$ cat src/rtl/fifo_dc_sync_if.sv
// fifo_dc_sync_if: handshake bundle between a producer/consumer and the
// single-clock FIFO.
//   we, wd  : write request and write data
//   re      : read request
//   rd      : registered read data
//   rvalid  : rd carries the word popped by the previous accepted read
//   wfull   : FIFO full (writes ignored)
//   rempty  : FIFO empty (reads ignored)
//   usedw   : occupancy, 0..2^N
//   ovf/unf : one-cycle pulses for a rejected write / rejected read
// The master modport is the user side and the slave modport is the FIFO side.
interface fifo_dc_sync_if #(
  parameter int W = 4,
  parameter int N = 2
);
  logic         we;
  logic [W-1:0] wd;
  logic         wfull;
  logic         re;
  logic [W-1:0] rd;
  logic         rvalid;
  logic         rempty;
  logic [N:0]   usedw;
  logic         ovf;
  logic         unf;

  modport master (
    output we, wd, re,
    input  wfull, rd, rvalid, rempty, usedw, ovf, unf
  );

  modport slave (
    input  we, wd, re,
    output wfull, rd, rvalid, rempty, usedw, ovf, unf
  );
endinterface

$ cat src/rtl/fifo_dc_sync.sv
// fifo_dc_sync: single-clock synchronous FIFO, 2^N entries of W bits.
// Ports:
//   clk : clock, all logic on the rising edge
//   rst : synchronous active-high reset, has priority over we/re
//   bus : fifo_dc_sync_if.slave carrying the write port (we, wd, wfull),
//         the read port (re, rd, rvalid, rempty) and status
//         (usedw, ovf, unf)
// Reads have one cycle of latency and there is no fall-through: a word
// written into an empty FIFO becomes readable on the following cycle.
module fifo_dc_sync #(
  parameter int W = 4,
  parameter int N = 2
) (
  input  logic               clk,
  input  logic               rst,
  fifo_dc_sync_if.slave      bus
);

  localparam logic [N:0] ONE       = (N+1)'(1);
  localparam logic [N:0] ZERO      = '0;
  localparam logic [N:0] DEPTH_CNT = (N+1)'(1 << N);

  // Occupancy after one edge given which sides were accepted.
  function automatic logic [N:0] next_count(input logic [N:0] c,
                                            input logic w,
                                            input logic r);
    logic [N:0] res;
    res = c;
    case ({w, r})
      2'b10:   res = c + ONE;
      2'b01:   res = c - ONE;
      default: res = c;
    endcase
    return res;
  endfunction

  logic [W-1:0] mem [1 << N];

  // Pointers carry one extra MSB so a full FIFO and an empty FIFO
  // (same address bits) remain distinguishable after wrap.
  logic [N:0]   wptr;
  logic [N:0]   rptr;
  logic [N:0]   cnt_p1;
  logic         full_p1;
  logic         empty_p1;
  logic [W-1:0] rd_p1;
  logic         vld_p1;
  logic         ovf_p1;
  logic         unf_p1;

  logic         wacc;
  logic         racc;
  logic [N:0]   cnt_next;

  // Acceptance decisions use the registered flags, so a full FIFO
  // still accepts a simultaneous read and drops the write, and an empty
  // FIFO accepts a simultaneous write and rejects the read.
  assign wacc     = bus.we && !full_p1;
  assign racc     = bus.re && !empty_p1;
  assign cnt_next = next_count(cnt_p1, wacc, racc);

  // ---- stage p0 -> p1: pointers, occupancy, flags, read register ----
  always_ff @(posedge clk) begin
    if (rst) begin
      wptr     <= ZERO;
      rptr     <= ZERO;
      cnt_p1   <= ZERO;
      full_p1  <= 1'b0;
      empty_p1 <= 1'b1;
      rd_p1    <= '0;
      vld_p1   <= 1'b0;
      ovf_p1   <= 1'b0;
      unf_p1   <= 1'b0;
    end else begin
      if (wacc) begin
        wptr <= wptr + ONE;
      end
      if (racc) begin
        rptr  <= rptr + ONE;
        rd_p1 <= mem[rptr[N-1:0]];
      end
      vld_p1   <= racc;
      cnt_p1   <= cnt_next;
      full_p1  <= (cnt_next == DEPTH_CNT);
      empty_p1 <= (cnt_next == ZERO);
      ovf_p1   <= bus.we && full_p1;
      unf_p1   <= bus.re && empty_p1;
    end
  end

  // Storage is not cleared by reset; the reset pointers make old
  // contents unreachable.
  always_ff @(posedge clk) begin
    if (!rst && wacc) begin
      mem[wptr[N-1:0]] <= bus.wd;
    end
  end

  assign bus.rd     = rd_p1;
  assign bus.rvalid = vld_p1;
  assign bus.wfull  = full_p1;
  assign bus.rempty = empty_p1;
  assign bus.usedw  = cnt_p1;
  assign bus.ovf    = ovf_p1;
  assign bus.unf    = unf_p1;

endmodule

$ cat src/flat_wrapper.sv
// flat-port wrapper written by rule: the top's interface ports become plain ports
module fifo_dc_sync_flat 
#(
  parameter int W = 4,
  parameter int N = 2
)
  (clk, rst, bus_we, bus_wd, bus_re, bus_wfull, bus_rd, bus_rvalid, bus_rempty, bus_usedw, bus_ovf, bus_unf);
  fifo_dc_sync_if #(.W(W), .N(N)) bus_i ();
  input  logic clk;
  input  logic rst;
  input wire logic [$bits(bus_i.we)-1:0] bus_we;
  input wire logic [$bits(bus_i.wd)-1:0] bus_wd;
  input wire logic [$bits(bus_i.re)-1:0] bus_re;
  output wire logic [$bits(bus_i.wfull)-1:0] bus_wfull;
  output wire logic [$bits(bus_i.rd)-1:0] bus_rd;
  output wire logic [$bits(bus_i.rvalid)-1:0] bus_rvalid;
  output wire logic [$bits(bus_i.rempty)-1:0] bus_rempty;
  output wire logic [$bits(bus_i.usedw)-1:0] bus_usedw;
  output wire logic [$bits(bus_i.ovf)-1:0] bus_ovf;
  output wire logic [$bits(bus_i.unf)-1:0] bus_unf;
  assign bus_i.we = bus_we;
  assign bus_i.wd = bus_wd;
  assign bus_i.re = bus_re;
  assign bus_wfull = bus_i.wfull;
  assign bus_rd = bus_i.rd;
  assign bus_rvalid = bus_i.rvalid;
  assign bus_rempty = bus_i.rempty;
  assign bus_usedw = bus_i.usedw;
  assign bus_ovf = bus_i.ovf;
  assign bus_unf = bus_i.unf;
  fifo_dc_sync #(.W(W), .N(N)) u_core (.clk(clk), .rst(rst), .bus(bus_i));
endmodule
$ cat config.mk
export PLATFORM = sky130hd
export DESIGN_NAME = fifo_dc_sync_flat
export DESIGN_NICKNAME = d
export VERILOG_FILES = /design/src/rtl/fifo_dc_sync_if.sv /design/src/rtl/fifo_dc_sync.sv /design/src/flat_wrapper.sv
export SDC_FILE = /design/constraint.sdc
export NUM_CORES = 1
export LEC_CHECK = 0
export ABC_AREA = 1
export ABC_CLOCK_PERIOD_IN_PS = 3100
export BUFFER_PORTS_ARGS = -buffer_cell sky130_fd_sc_hd__buf_2
export CAP_MARGIN = 0
export CORE_MARGIN = 2
export CORE_UTILIZATION = 41
export DETAILED_ROUTE_END_ITERATION = 6
export PLACE_DENSITY = 0.7
export SLEW_MARGIN = 25
export SYNTH_ARGS = -nofsm -noshare
export SYNTH_HDL_FRONTEND = slang
export SYNTH_SLANG_ARGS = --single-unit
$ cat constraint.sdc
create_clock -name clk -period 3.1 [get_ports clk]
set_input_delay 0.31 -clock clk [delete_from_list [all_inputs] [get_ports clk]]
set_output_delay 0.31 -clock clk [all_outputs]
set_load 0.02 [all_outputs]
==> flow_summary.toml <==
[run_status]
outcome = "finished, final reports clean"

[synthesis]
synth_seq_area_share_pct = 57.9
syn-num-nets = 169
yosys_warnings = 0
syn-mean-instance-area_um2 = 8.92
synth_cell_types = 16
netlist_instances = 155
netlist_area_um2 = 1380
ys_ff_latch = 32

[floorplan]
std_cell_rows = 21
die_y_um = 62.1
dieArea_um2 = 3850
io_pins = 20
start_util_pct = 42.1
placeableCoreArea_um2 = 3280
die_x_um = 62.1

[global_routing]
antenna_found_initial = 0
grt_pass1_wl_mm = 3.57
grt_pass1_vias = 858
grtUsageTotal_pct = 13.4
grt_overflow = 0
grt_max_degree = 12

[timing]
tns_ns = 0
finalHoldViolations = 0
min_period_ns = 1.84
max_freq_mhz = 543
holdWs_ns = 0.199
rsz0062_at_grt = "no"
slew_viol_final = 0
max-slew-margin-rel_pct = 72.6
tightest_slew_ns = 0.411
period_share_pct = 59.4
setup_viol_count_final = 0
fin_worst_skew_ns = 0.00759

[clock_tree]
cts_hold_buf = 0
post-cts-setup-buffer-count = 0
clock_sinks = 32
clock_path_buffers = 2
ctsResizeCount = 0
htreeDepth = 2
cts_root_buf = "clkbuf_4"
clkSlewWorstSetupHoldPaths_ns = 0.09
cts_tree = "built"
clk_latency_ns = 0.33
cts_buffers = 5

[placed_design]
dpl_cell_area_um2 = 1500
numPortBuffers = 19
dp_cells = 217
dp_hpwl_mm = 1.61
place.gp.congestion = 0.738

[cells_and_area]
num_antenna_cells = 0
post-route-cell-area_um2 = 1550
final_common_cell = "nand2_1"
syn_to_final_growth_pct = 12.2
fillers = 319
layout-drive-gt1-share_pct = 16.2
most-common-layout-cells = "nand2_1 (42), inv_1 (30), buf_2 (19), nor2_1 (18)"
finalNonFillerCells = 225
nNetsFinal = 192
fin_util_pct = 47.2

[worst_setup_path]
startpoint_type = "flop"
cp.required_ns = 3.37
crit_arrival_ns = 2.11
path_max_fanout = 11
r2r_slack_ns = 1.26
critical_path_class = "flop to flop"
setup.worst_path.end_class = "flop"

[drt]
ant_nets = 0
vias = 940
first_iter_violations = 45
wire_per_inst_um = 9.64
drc_errors = 0
vias_per_cell = 4.18
drtPass1Iterations = 4
finalWirelength_mm = 2.17

[run]
cap_violations = 0

[pwr]
power.leakage_nw = 0.757
combPwrFrac_pct = 27.7
swShare_pct = 34.6
power_frac_clock_pct = 21.0
power_per_cell_area_nw_per_um2 = 678
p_sw_uw = 364
internal_power_uw = 689
peakVddDrop_mv = 0.189
seq_power_share_pct = 51.3

[min_path]
min-delay-path-class = "primary input to flop"
[registers in the layout (all words and copies together) (netlist names)]
signal and count:
u_core.mem 16, u_core.bus.rd 4, u_core.bus.usedw 3, u_core.bus.rvalid 1
u_core.bus.rempty 1, u_core.wptr 2, u_core.bus.unf 1, u_core.rptr 2
u_core.bus.wfull 1, u_core.bus.ovf 1
[synthesized netlist by cell type, drive strengths merged]
master   n  area (µm²)
nand2   42         158
inv     32         123
nor2    20        80.1
dfxtp   16         320
edfxtp  16         480
nand3   10        50.1
a21oi    5        25.0
ha       5        62.6
buf      3        33.8
o21ai    3        15.0
fa       1        20.0
nand4    1        6.26
xnor2    1        8.76
[layer usage]
layer | up-vias | share of wire [%] | track usage (%)
met3 | 7 | 3.6 | 5.59
li1 | 520 | - | -
met4 | 0 | 2.4 | 5.47
met1 | 400 | 43 | 14.3
met5 | - | 0 | 0
met2 | 13 | 51 | 23.4
[power by group through the flow]
stage / combinational, mW / clock (mW) / sequential, mW
floorplan: 0.195 / 0 / 0.584
global placement: 0.289 / 0 / 0.549
detailed placement: 0.294 / 0 / 0.550
CTS: 0.296 / 0.230 / 0.541
global route: 0.344 / 0.251 / 0.550
finish: 0.292 / 0.221 / 0.540
[metrics by stage]
step	setup WS (ns)	power (mW)
after global routing	1.10	1.15
after CTS	1.25	1.07
after global placement	1.22	0.839
final	1.26	1.05
after floorplan	1.36	0.779
after detailed placement	1.17	0.844
[worst paths after layout]
check                           cells past startpoint          endpoint              start
worst max-delay path                                8  u_core.bus.wfull  u_core.bus.rempty
worst min-delay path                                1  u_core.mem[0][1]          bus_wd[1]
worst max register to register                      8  u_core.bus.wfull  u_core.bus.rempty
worst min register to register                      2    u_core.bus.unf  u_core.bus.rempty
[worst max-delay path: stages (launching register included)]
cell and delay, ns:
dfxtp_1 0.34, nor2_2 0.36, ha_1 0.28, fa_1 0.42
nand2_1 0.09, nand2_1 0.06, nor2_2 0.11, inv_1 0.04
nor2_1 0.08
[logic make-up (layout without fill, tap and decap cells)]
logic type                 after synthesis  in the layout  share of synthesized area (%)
adders and majority gates                6              6                           5.97
xor gates and xnor gates                 1              1                          0.634
and+or+nand+nor                         73             73                           21.3
buffers and inverters                   35             59                           11.3
AOI/OAI and AO/OA                        8              8                           2.90
DFF                                     32             32                           57.9
[cell type report]
type / instances / area, µm² / share of cell area (%)
repair buffers: 19 / 95.1 / 6.13
clock buffers: 7 / 45.0 / 2.90
clock inverters: 1 / 5.00 / 0.323
inverters: 32 / 123 / 7.90
multi-input cells: 88 / 425 / 27.4
flip-flops and latches: 32 / 801 / 51.6
well taps: 46 / 57.6 / 3.71
Power figures use the tool's default switching activity.
